==> config.mk <==
export PLATFORM = sky130hd
export DESIGN_NAME = rf_wb_queue
export DESIGN_NICKNAME = d
export VERILOG_FILES = /design/src/rtl/rf_wb_pkg.sv /design/src/rtl/rf_wb_fifo.sv /design/src/rtl/rf_wb_queue.sv
export SDC_FILE = /design/constraint.sdc
export NUM_CORES = 1
export LEC_CHECK = 0
export CORE_ASPECT_RATIO = 1.4
export CORE_UTILIZATION = 30
export CTS_CLUSTER_DIAMETER = 200
export DETAILED_ROUTE_END_ITERATION = 10
export GPL_TIMING_DRIVEN = 1
export HOLD_SLACK_MARGIN = 0.06
export PLACE_DENSITY = 0.53
export REMOVE_ABC_BUFFERS = 1
export SLEW_MARGIN = 25
export SYNTH_ARGS = -nofsm -noshare
export SYNTH_HDL_FRONTEND = slang
export SYNTH_SLANG_ARGS = --single-unit
export TNS_END_PERCENT = 10
==> constraint.sdc <==
create_clock -name clk -period 4.9 [get_ports clk]
set_clock_uncertainty 0.1 [all_clocks]
set_input_delay 1.47 -clock clk [delete_from_list [all_inputs] [get_ports clk]]
set_output_delay 1.47 -clock clk [all_outputs]
set_load 0.01 [all_outputs]
==> src/rtl/rf_wb_pkg.sv <==
// rf_wb_pkg: shared definitions for the register-file write-back queue.
//   REG_ADDR_W / REG_DATA_W : default register index / data widths
//   ZERO_REG                : hard-wired zero register, never written
//   wb_entry_t              : one queued write-back {valid, addr, data}
// Optional trace output in rf_wb_queue is enabled by defining RF_WB_TRACE_EN.
package rf_wb_pkg;

    localparam int REG_ADDR_W = 5;
    localparam int REG_DATA_W = 32;

    localparam logic [REG_ADDR_W-1:0] ZERO_REG = '0;

    typedef struct packed {
        logic                  valid;
        logic [REG_ADDR_W-1:0] addr;
        logic [REG_DATA_W-1:0] data;
    } wb_entry_t;

endpackage

==> src/rtl/rf_wb_fifo.sv <==
// rf_wb_fifo: in-order circular buffer with up to two pushes and one pop per
// cycle, plus a per-entry address match vector for two forwarding queries.
// Ports:
//   clk, rst                      : clock, synchronous active-high reset
//   push0_i/_addr_i/_data_i       : first (older) entry to enqueue
//   push1_i/_addr_i/_data_i       : second entry; only used together with push0_i
//   pop_i                         : remove the head entry
//   head_valid_o/_addr_o/_data_o  : current head entry
//   count_o                       : number of valid entries (0..DEPTH)
//   rd_ptr_o                      : slot index of the head (oldest) entry
//   q_a1_i, q_a2_i                : forwarding query addresses
//   match1_o, match2_o            : per-slot "valid and addr equals query"
//   data_flat_o                   : all slot data, slot i at [i*DATA_W +: DATA_W]
module rf_wb_fifo
    import rf_wb_pkg::*;
#(
    parameter int DEPTH  = 4,
    parameter int DATA_W = REG_DATA_W,
    parameter int ADDR_W = REG_ADDR_W
) (
    input  logic                          clk,
    input  logic                          rst,
    input  logic                          push0_i,
    input  logic [ADDR_W-1:0]             push0_addr_i,
    input  logic [DATA_W-1:0]             push0_data_i,
    input  logic                          push1_i,
    input  logic [ADDR_W-1:0]             push1_addr_i,
    input  logic [DATA_W-1:0]             push1_data_i,
    input  logic                          pop_i,
    output logic                          head_valid_o,
    output logic [ADDR_W-1:0]             head_addr_o,
    output logic [DATA_W-1:0]             head_data_o,
    output logic [$clog2(DEPTH):0]        count_o,
    output logic [$clog2(DEPTH)-1:0]      rd_ptr_o,
    input  logic [ADDR_W-1:0]             q_a1_i,
    input  logic [ADDR_W-1:0]             q_a2_i,
    output logic [DEPTH-1:0]              match1_o,
    output logic [DEPTH-1:0]              match2_o,
    output logic [DEPTH*DATA_W-1:0]       data_flat_o
);

    localparam int PTR_W = $clog2(DEPTH);
    localparam int CNT_W = PTR_W + 1;

    logic [DEPTH-1:0]  valid_q, valid_d;
    logic [ADDR_W-1:0] addr_q [DEPTH];
    logic [ADDR_W-1:0] addr_d [DEPTH];
    logic [DATA_W-1:0] data_q [DEPTH];
    logic [DATA_W-1:0] data_d [DEPTH];
    logic [PTR_W-1:0]  rd_ptr_q, rd_ptr_d;
    logic [PTR_W-1:0]  wr_ptr_q, wr_ptr_d;
    logic [PTR_W-1:0]  wr_ptr_nxt;
    logic [CNT_W-1:0]  count_q, count_d;

    assign wr_ptr_nxt = wr_ptr_q + PTR_W'(1);

    always_comb begin
        valid_d  = valid_q;
        addr_d   = addr_q;
        data_d   = data_q;
        rd_ptr_d = rd_ptr_q;
        // The pop clears its slot before the pushes are applied, so a push into
        // the slot being freed (full queue, push+pop) leaves it valid.
        if (pop_i) begin
            valid_d[rd_ptr_q] = 1'b0;
            rd_ptr_d          = rd_ptr_q + PTR_W'(1);
        end
        if (push0_i) begin
            valid_d[wr_ptr_q] = 1'b1;
            addr_d[wr_ptr_q]  = push0_addr_i;
            data_d[wr_ptr_q]  = push0_data_i;
        end
        if (push1_i) begin
            valid_d[wr_ptr_nxt] = 1'b1;
            addr_d[wr_ptr_nxt]  = push1_addr_i;
            data_d[wr_ptr_nxt]  = push1_data_i;
        end
        wr_ptr_d = wr_ptr_q + PTR_W'(push0_i) + PTR_W'(push1_i);
        count_d  = count_q + CNT_W'(push0_i) + CNT_W'(push1_i) - CNT_W'(pop_i);
    end

    always_ff @(posedge clk) begin
        if (rst) begin
            valid_q  <= '0;
            rd_ptr_q <= '0;
            wr_ptr_q <= '0;
            count_q  <= '0;
            for (int i = 0; i < DEPTH; i++) begin
                addr_q[i] <= '0;
                data_q[i] <= '0;
            end
        end else begin
            valid_q  <= valid_d;
            addr_q   <= addr_d;
            data_q   <= data_d;
            rd_ptr_q <= rd_ptr_d;
            wr_ptr_q <= wr_ptr_d;
            count_q  <= count_d;
        end
    end

    assign head_valid_o = valid_q[rd_ptr_q];
    assign head_addr_o  = addr_q[rd_ptr_q];
    assign head_data_o  = data_q[rd_ptr_q];
    assign count_o      = count_q;
    assign rd_ptr_o     = rd_ptr_q;

    always_comb begin
        match1_o    = '0;
        match2_o    = '0;
        data_flat_o = '0;
        for (int i = 0; i < DEPTH; i++) begin
            match1_o[i] = valid_q[i] && (addr_q[i] == q_a1_i);
            match2_o[i] = valid_q[i] && (addr_q[i] == q_a2_i);
            data_flat_o[i*DATA_W +: DATA_W] = data_q[i];
        end
    end

endmodule

==> src/rtl/rf_wb_queue.sv <==
// rf_wb_queue: write-back initiator for the register-file write port.
// Merges ALU and load write-back requests into an in-order FIFO, drains one
// entry per cycle as RFWr/A3/WD, and forwards still-queued values to decode.
// Ports:
//   clk, rst                      : clock, synchronous active-high reset
//   alu_we/alu_addr/alu_data      : ALU write-back request (older of a pair)
//   mem_we/mem_addr/mem_data      : load write-back request
//   stall                         : producers must not push next cycle
//   ovf                           : sticky, set when a request was dropped
//   RFWr/A3/WD                    : register-file write (committed on negedge)
//   q_a1/q_a2                     : forwarding query addresses
//   q_hit1/q_data1, q_hit2/q_data2: youngest queued value for each query
// Define RF_WB_TRACE_EN for a simulation trace of writes and drops.
module rf_wb_queue
    import rf_wb_pkg::*;
#(
    parameter int DEPTH  = 4,
    parameter int DATA_W = REG_DATA_W,
    parameter int ADDR_W = REG_ADDR_W
) (
    input  logic              clk,
    input  logic              rst,
    input  logic              alu_we,
    input  logic [ADDR_W-1:0] alu_addr,
    input  logic [DATA_W-1:0] alu_data,
    input  logic              mem_we,
    input  logic [ADDR_W-1:0] mem_addr,
    input  logic [DATA_W-1:0] mem_data,
    output logic              stall,
    output logic              ovf,
    output logic              RFWr,
    output logic [ADDR_W-1:0] A3,
    output logic [DATA_W-1:0] WD,
    input  logic [ADDR_W-1:0] q_a1,
    input  logic [ADDR_W-1:0] q_a2,
    output logic              q_hit1,
    output logic [DATA_W-1:0] q_data1,
    output logic              q_hit2,
    output logic [DATA_W-1:0] q_data2
);

    localparam int PTR_W  = $clog2(DEPTH);
    localparam int CNT_W  = PTR_W + 1;
    localparam int FREE_W = CNT_W + 1;

    logic                    alu_req, mem_req, alu_acc, mem_acc, drop;
    logic [FREE_W-1:0]       free_slots;
    logic                    push0, push1;
    logic [ADDR_W-1:0]       push0_addr;
    logic [DATA_W-1:0]       push0_data;
    logic                    head_valid;
    logic [ADDR_W-1:0]       head_addr;
    logic [DATA_W-1:0]       head_data;
    logic [CNT_W-1:0]        count;
    logic [PTR_W-1:0]        rd_ptr;
    logic [DEPTH-1:0]        match1, match2;
    logic [DEPTH*DATA_W-1:0] data_flat;
    logic                    ovf_q, ovf_d;

    // Writes to the zero register are filtered before they can take a slot.
    assign alu_req = alu_we && (alu_addr != ADDR_W'(ZERO_REG));
    assign mem_req = mem_we && (mem_addr != ADDR_W'(ZERO_REG));

    // Slots available this cycle include the one freed by the same-cycle pop.
    assign free_slots = FREE_W'(DEPTH) - FREE_W'(count) + FREE_W'(RFWr);
    assign alu_acc    = alu_req && (free_slots != '0);
    assign mem_acc    = mem_req && (free_slots > FREE_W'(alu_acc));
    assign drop       = (alu_req && !alu_acc) || (mem_req && !mem_acc);

    // Accepted entries are packed into slot order: ALU first when present.
    assign push0      = alu_acc || mem_acc;
    assign push1      = alu_acc && mem_acc;
    assign push0_addr = alu_acc ? alu_addr : mem_addr;
    assign push0_data = alu_acc ? alu_data : mem_data;

    rf_wb_fifo #(
        .DEPTH (DEPTH),
        .DATA_W(DATA_W),
        .ADDR_W(ADDR_W)
    ) u_fifo (
        .clk         (clk),
        .rst         (rst),
        .push0_i     (push0),
        .push0_addr_i(push0_addr),
        .push0_data_i(push0_data),
        .push1_i     (push1),
        .push1_addr_i(mem_addr),
        .push1_data_i(mem_data),
        .pop_i       (RFWr),
        .head_valid_o(head_valid),
        .head_addr_o (head_addr),
        .head_data_o (head_data),
        .count_o     (count),
        .rd_ptr_o    (rd_ptr),
        .q_a1_i      (q_a1),
        .q_a2_i      (q_a2),
        .match1_o    (match1),
        .match2_o    (match2),
        .data_flat_o (data_flat)
    );

    assign RFWr  = head_valid;
    assign A3    = head_valid ? head_addr : '0;
    assign WD    = head_valid ? head_data : '0;
    // Fewer than two free slots means a dual push next cycle might not fit.
    assign stall = (count >= CNT_W'(DEPTH - 1));

    assign ovf_d = ovf_q || drop;

    always_ff @(posedge clk) begin
        if (rst) begin
            ovf_q <= 1'b0;
        end else begin
            ovf_q <= ovf_d;
        end
    end

    assign ovf = ovf_q;

    // Walk slots from oldest to youngest so the last match is the youngest.
    always_comb begin
        logic [PTR_W-1:0] idx;
        idx     = '0;
        q_hit1  = 1'b0;
        q_data1 = '0;
        q_hit2  = 1'b0;
        q_data2 = '0;
        for (int k = 0; k < DEPTH; k++) begin
            idx = rd_ptr + PTR_W'(k);
            if (match1[idx] && (q_a1 != ADDR_W'(ZERO_REG))) begin
                q_hit1  = 1'b1;
                q_data1 = data_flat[idx*DATA_W +: DATA_W];
            end
            if (match2[idx] && (q_a2 != ADDR_W'(ZERO_REG))) begin
                q_hit2  = 1'b1;
                q_data2 = data_flat[idx*DATA_W +: DATA_W];
            end
        end
    end

`ifdef RF_WB_TRACE_EN
    always_ff @(posedge clk) begin
        if (!rst && RFWr) begin
            $display("WB A3=%2X WD=%8X cnt=%0d", A3, WD, count);
        end
        if (!rst && drop) begin
            $display("WB overflow drop alu_we=%0b mem_we=%0b cnt=%0d", alu_we, mem_we, count);
        end
    end
`else
    // Trace disabled: no simulation output, identical logic.
`endif

endmodule

==> results of run 1 <==
-- routing by layer --
layer,up-vias,track usage [%],share of wire (%)
met5,-,0,0
met4,0,10.7,4.6
met3,142,3.10,5.6
met2,587,40.4,51
met1,6660,27.9,39
li1,5612,-,-
-- power groups by stage --
stage / combinational, mW / sequential, mW / clock [mW]
after global placement: 5.86 / 2.46 / 0
final: 6.48 / 2.53 / 1.38
after global routing: 6.91 / 2.59 / 1.44
after CTS: 6.17 / 2.49 / 1.39
after floorplan: 3.93 / 2.45 / 0
after detailed placement: 5.96 / 2.51 / 0
-- registers in the layout (all words and copies together) (netlist names) --
register and count:
u_fifo.data_flat_o 128, u_fifo.addr_q 20, u_fifo.valid_q 4, u_fifo.count_o 3
u_fifo.rd_ptr_o 2, u_fifo.wr_ptr_q 2, ovf 1
-- cell families (layout without fill, tap and decap cells) --
| kind of cell | count (synthesis) | count (layout) | synth area share, % |
|---|---|---|---|
| compound gates | 324 | 324 | 22.7 |
| xor+xnor | 43 | 43 | 2.70 |
| fa+ha+maj | 13 | 13 | 1.33 |
| buf+inv | 228 | 459 | 7.92 |
| flops | 160 | 160 | 23.0 |
| mux | 312 | 312 | 34.3 |
| simple gates | 205 | 205 | 8.06 |
-- repair_timing --
item,CTS,global route
hold buffers,0,0
buffers inserted,23,10
resized for setup,383,187
pin swaps,48,40
cloned,2,3
setup endpoints to repair,67,67
-- synth_stat cells (32+ instances only) --
| library cell | number |
|---|---|
| buf_2 | 48 |
| inv_1 | 77 |
| nand2b_1 | 39 |
| a32oi_1 | 32 |
| a221oi_1 | 68 |
| mux4_2 | 133 |
| a221oi_2 | 80 |
| dfxtp_1 | 160 |
| o22ai_1 | 35 |
| a21oi_1 | 39 |
| nand3_1 | 41 |
| mux2i_1 | 179 |
| and2_1 | 38 |
| clkbuf_1 | 61 |
-- worst max path at each step --
stage                       startpoint                end  slack, ns  depth (start not counted)
floorplan           u_fifo.rd_ptr_o[0]  u_fifo.addr_q[15]      -8.41                         15
global placement               q_a2[0]        q_data2[14]      -1.69                         11
detailed placement             q_a1[3]        q_data1[14]      -1.41                         11
CTS                            q_a1[1]        q_data1[13]      -0.31                         12
global route                   q_a2[1]        q_data2[26]      -0.31                         13
finish                         q_a2[1]         q_data2[9]      -0.26                         13
-- per-stage QoR --
stage | cells | cell area (µm²) | power, mW | setup TNS (ns) | hold slack, ns
global route | 2133 | 19500 | 10.9 | -16.12 | 0.420
finish | 2133 | 19500 | 10.4 | -11.90 | 0.380
CTS | 2120 | 18600 | 10.1 | -17.11 | 0.394
floorplan | 1135 | 13100 | 6.37 | -1842.05 | 0.372
global placement | 2062 | 17400 | 8.32 | -93.96 | 0.364
detailed placement | 2064 | 17400 | 8.47 | -79.37 | 0.378
-- final cells by class --
type | count | area [µm²] | area share [%]
multi-input cells | 897 | 11000 | 56.5
repair buffers | 349 | 3620 | 18.6
flip-flops and latches | 160 | 3210 | 16.5
well taps | 617 | 772 | 3.96
clock buffers | 23 | 489 | 2.51
inverters | 78 | 293 | 1.50
clock inverters | 9 | 105 | 0.539
-- worst max-delay path: cells and delay by family --
family	cells	cell delay, ns
AND/OR/NAND/NOR	3	0.70
XOR/XNOR	1	0.16
AO/OA/AOI/OAI	3	0.42
buffers and inverters	6	0.81
==> out/metrics.cfg, run 1 <==
[timing]
rsz0062_at_grt = yes
worst_slack_ns = -0.255
final-hold-violation-count = 0
finalMaxSlewViolations = 0
relSlewSlack_pct = 38.9
setup_violations = 65
fmax_ghz = 0.194
finalCriticalPeriod_ns = 5.16
fin_crit_sh_pct = 105
worst_pin_slew_ns = 0.916

[critical_path]
ff2ff_path_depth = 22
cp_slowest_cell = or3_4
crit_fanout = 4
crit_arrival_ns = 3.59
crit_type = in2out
reg2reg_to = u_fifo.count_o[1]
required_ns = 3.33
slowest_delay_ns = 0.41
path_cells = buf_8, buf_8, xnor2_4, nand3_2, or3_4, and3_4, o22ai_4, buf_6, buf_8, clkbuf_16, o22ai_2, a21oi_1, buf_2
r2r_setup_slack_ns = 0.25
cp_common_cell = buf_8
start_kind = input pin
timing.rr.start = u_fifo.valid_q[1]
endpoint_kind = primary output

[pwr]
ir_worst_vdd_uv = 316
power_frac_seq_pct = 24.3
power.density_nw_per_um2 = 533
p_leak_nw = 7.69
p_comb_share_pct = 62.4
clock_power_share_pct = 13.3
power.share.switching_pct = 44.5
power.internal_mw = 5.77
net-switching-power_mw = 4.62

[yosys]
synth_area_leaders = dfxtp_1, mux4_2, mux2i_1
synth-seq-cells = 160
async_flop_share_pct = 0
yosysTopAreaCell = dfxtp_1
avgSynthCellArea_um2 = 10.9
ys_types = 60
synth_top_flop_cell = dfxtp_1
synth_top_area_share_pct = 23.0
synth_area_um2 = 14000
seq_area_frac_synth_pct = 23.0
synth_warnings = 0
syn-instance-count = 1285
synth_edf_count = 0

[flow_run]
drv_cap = 0

[grt]
grt_pass1_vias = 13383
grt_max_degree = 131
overflow = 0
antenna_found_initial = 1
track_usage_pct = 23.2
grt_pass1_wl_mm = 82.9

[floorplan]
rows = 93
dieHeight_um = 257
initial_core_util_pct = 30.4
core-area_um2 = 46000
dieArea_um2 = 47400
ios = 194
die_w_um = 184

[finish]
filler_cell_count = 4361
antenna_cells = 0
area_delta_synth_final_pct = 39.8
final_nets = 1604
mostFrequentLayoutCells = mux2i_1, dfxtp_1, mux4_2, clkdlybuf4s50_1, a221oi_2
fin_util_pct = 42.4
drive_gt1_share_pct = 44.5
final_common_cell = mux2i_1

[routing]
drtAntennaViolNets = 0
wl_mm = 55.5
viasPerCell = 6.10
first_iter_violations = 938
detail_route.wl_per_cell_um = 26.0
vias = 13001
first_pass_iters = 5
drc = 0

[clock_tree]
clock_sinks = 160
cts_made_buffers = 17
clockBufferDepth = 2
cts-htree-levels = 4
cts_tree = yes
clk_latency_ns = 0.44
clockRootBuffer = clkbuf_16
clkSlewWorstSetupHoldPaths_ns = 0.06

[run_status]
violations = setup timing
status = finished, violations left

[hold_path]
hp-class = reg2reg
min_to = ovf
hold_depth = 2
hold_path.startpoint = ovf

[placement]
place.detailed.hpwl_mm = 37.1
pre_cts_ws_ns = -1.41
portBuffers = 193
place.gp.congestion = 0.891

(Power assumes the default switching activity.)
==> run 2, diff against run 1 <==
- CTS_CLUSTER_DIAMETER: 200 -> 60
==> results of run 2 <==
Final layout, timing and power as in run 1 (identical DEF).
==> run 3, diff against run 2 <==
- CORE_UTILIZATION: 30 -> 51
- CTS_CLUSTER_DIAMETER: 60 -> 200
- PLACE_DENSITY: 0.53 -> 0.8
==> run 3 against run 2 <==
Compared with the run above:
- the run still ends with setup timing left
- global-route usage is 13 points higher
- first-iteration DRC count is 82% higher
- fmax is 4.2% lower
- routed wire length is 5.4% lower
- worst setup slack worse by 0.23 ns
- critical endpoint is now q_data1[20]
- highest routed layer unchanged
==> out/metrics.cfg, run 3 (synthesized netlist as in run 1, its figures left out) <==
[run_status]
status = finished, violations left  ; unchanged
violations = setup timing  ; unchanged

[pwr]
power_frac_seq_pct = 25.0  ; was 24.3%
clock_power_share_pct = 13.6  ; was 13.3%
ir_worst_vdd_uv = 433  ; was 316 µV
power.internal_mw = 5.66  ; was 5.77 mW
p_comb_share_pct = 61.4  ; was 62.4%
power.share.switching_pct = 45.4  ; was 44.5%
net-switching-power_mw = 4.70  ; was 4.62 mW
power.density_nw_per_um2 = 556  ; was 533 nW/µm²
p_leak_nw = 7.51  ; was 7.69 nW
p_total_mw = 10.4  ; about the same

[routing]
first_pass_iters = 5  ; unchanged
wl_mm = 52.5  ; was 55.5 mm
drc = 0  ; unchanged
drtAntennaViolNets = 0  ; unchanged
vias = 13791  ; was 13,001
detail_route.wl_per_cell_um = 28.0  ; was 26.0 µm
viasPerCell = 7.34  ; was 6.10
first_iter_violations = 1706  ; was 938

[critical_path]
start_kind = input pin  ; unchanged
crit_family = buffers and inverters  ; unchanged
crit_fanout = 7  ; was 4
crit_arrival_ns = 3.81  ; was 3.59 ns
worst-path-buf-inv = 7  ; was 6
endpoint_kind = primary output  ; unchanged
path_cells = dlygate4sd2_1, buf_4, xnor2_4, nand3_1, o22a_1, buf_6, o22a_1, o211ai_4, buf_12, buf_16, buf_4, o221ai_4, buf_6  ; was buf_8, buf_8, xnor2_4, nand3_2, or3_4, and3_4, o22ai_4, buf_6, buf_8, clkbuf_16, o22ai_2, a21oi_1, buf_2
crit_type = in2out  ; unchanged
slowest_delay_ns = 0.30  ; was 0.41 ns
required_ns = 3.33  ; about the same
cp_slowest_cell = dlygate4sd2_1  ; was or3_4

[finish]
final_cells = 1878  ; was 2,133
filler_cell_count = 1795  ; was 4,361
multiInputGateArea_um2 = 10500  ; was 11,000 µm²
antenna_cells = 0  ; unchanged
drive_gt1_share_pct = 39.9  ; was 44.5%
final-seq-area_um2 = 3210  ; unchanged
largest_reg_flops = 128  ; unchanged
fin_util_pct = 69.2  ; was 42.4%
final_common_cell = mux2i_1  ; unchanged
mostFrequentLayoutCells = mux2i_1, dfxtp_1, mux4_2, clkdlybuf4s50_1, buf_4  ; was mux2i_1, dfxtp_1, mux4_2, clkdlybuf4s50_1, a221oi_2
area_delta_synth_final_pct = 33.6  ; was 39.8%
final_nets = 1601  ; was 1,604

[grt]
grt_pass1_wl_mm = 76.9  ; was 82.9 mm
antenna_found_initial = 1  ; unchanged
overflow = 0  ; unchanged
grt_pass1_vias = 13829  ; was 13,383
track_usage_pct = 35.9  ; was 23.2%
grt_max_degree = 114  ; was 131

[hold_path]
hp-class = reg2reg  ; unchanged

[clock_tree]
cts-htree-levels = 4  ; unchanged
clockBufferDepth = 2  ; unchanged
cts_tree = yes  ; unchanged
clk_latency_ns = 0.44  ; about the same
clkSlewWorstSetupHoldPaths_ns = 0.07  ; was 0.06 ns
clockRootBuffer = clkbuf_16  ; unchanged
clock_sinks = 160  ; unchanged
cts_made_buffers = 17  ; unchanged

[floorplan]
die_w_um = 142  ; was 184 µm
dieArea_um2 = 28000  ; was 47,400 µm²
core-area_um2 = 26900  ; was 46,000 µm²
ios = 194  ; unchanged
rows = 71  ; was 93
dieHeight_um = 198  ; was 257 µm
initial_core_util_pct = 51.8  ; was 30.4%

[timing]
finalMaxSlewViolations = 0  ; unchanged
rsz0062_at_grt = yes  ; unchanged
finalCriticalPeriod_ns = 5.38  ; was 5.16 ns
worst_slack_ns = -0.480  ; was -0.255 ns
setup_violations = 57  ; was 65
fin_crit_sh_pct = 110  ; was 105%
final-hold-violation-count = 0  ; unchanged
relSlewSlack_pct = 44.2  ; was 38.9%
worst_pin_slew_ns = 0.837  ; was 0.916 ns
fmax_ghz = 0.186  ; was 0.194 GHz
fin_tns_setup_ns = -15.03  ; was -11.90 ns

[flow_run]
drv_cap = 0  ; unchanged

[placement]
portBuffers = 193  ; unchanged
place.detailed.hpwl_mm = 31.1  ; was 37.1 mm
dp.cells = 1782  ; was 2,064
place.gp.congestion = 0.860  ; was 0.891

-- run 3: cell count changes in the layout (fill, tap and decap cells not counted), sizes merged, moves of 4 or more --
cell,previous run,this run
buf,227,218
clkbuf,28,17
clkdlybuf4s15,0,4
dlygate4sd2,1,6
inv,78,87
-- run 3: per-layer routing --
| metal | GRT usage, % | part of all wire [%] |
|---|---|---|
| met1 | 40.7 | 34 |
| met2 | 60.2 | 49 |
| met3 | 6.63 | 9.8 |
| met4 | 26.8 | 7.4 |
| met5 | 0 | 0 |
-- run 3: final cells by class --
class                           count  area share, %
Clock buffer                       17           2.28
Clock inverter                     15           1.01
Inverter                           78           1.57
Multi-Input combinational cell    897           56.4
Sequential cell                   160           17.2
Tap cell                          365           2.45
Timing Repair Buffer              346           19.1
-- run 3: what timing repair did --
| action | in CTS | in global routing |
|---|---|---|
| pin swaps | 49 | 32 |
| hold endpoints to repair | 0 | 0 |
| gates resized for setup | 403 | 75 |
| endpoints found under the setup margin | 66 | 67 |
| gates cloned | 6 | 0 |
| buffers inserted | 40 | 22 |
| hold buffers | 0 | 0 |
-- run 3: worst min-delay path, delay by kind of cell, from the launching register on --
family          cells  cell delay (ns)
simple gates        1             0.09
flops               1             0.34
compound gates      1             0.05
-- run 3: per-stage QoR --
stage | instance area, µm² | worst slack (ns) | hold slack [ns]
finish | 18600 | -0.480 | 0.411
floorplan | 13100 | -8.41 | 0.372
global route | 18600 | -0.523 | 0.441
global placement | 16700 | -1.15 | 0.370
CTS | 18200 | -0.541 | 0.424
detailed placement | 16700 | -1.17 | 0.402
-- run 3: power by group through the flow --
stage | combinational (mW) | clock, mW | sequential (mW)
global route | 6.66 | 1.46 | 2.64
floorplan | 3.93 | 0 | 2.45
finish | 6.37 | 1.41 | 2.59
global placement | 5.55 | 0 | 2.44
CTS | 6.02 | 1.40 | 2.51
detailed placement | 5.71 | 0 | 2.51
-- run 3: final timing paths --
path | from | endpoint | slack [ns] | depth (start not counted)
max reg2reg | u_fifo.valid_q[1] | u_fifo.count_o[1] | 0.24 | 20
min | ovf | ovf | 0.41 | 2
min reg2reg | ovf | ovf | 0.41 | 2
max | q_a1[0] | q_data1[20] | -0.48 | 13
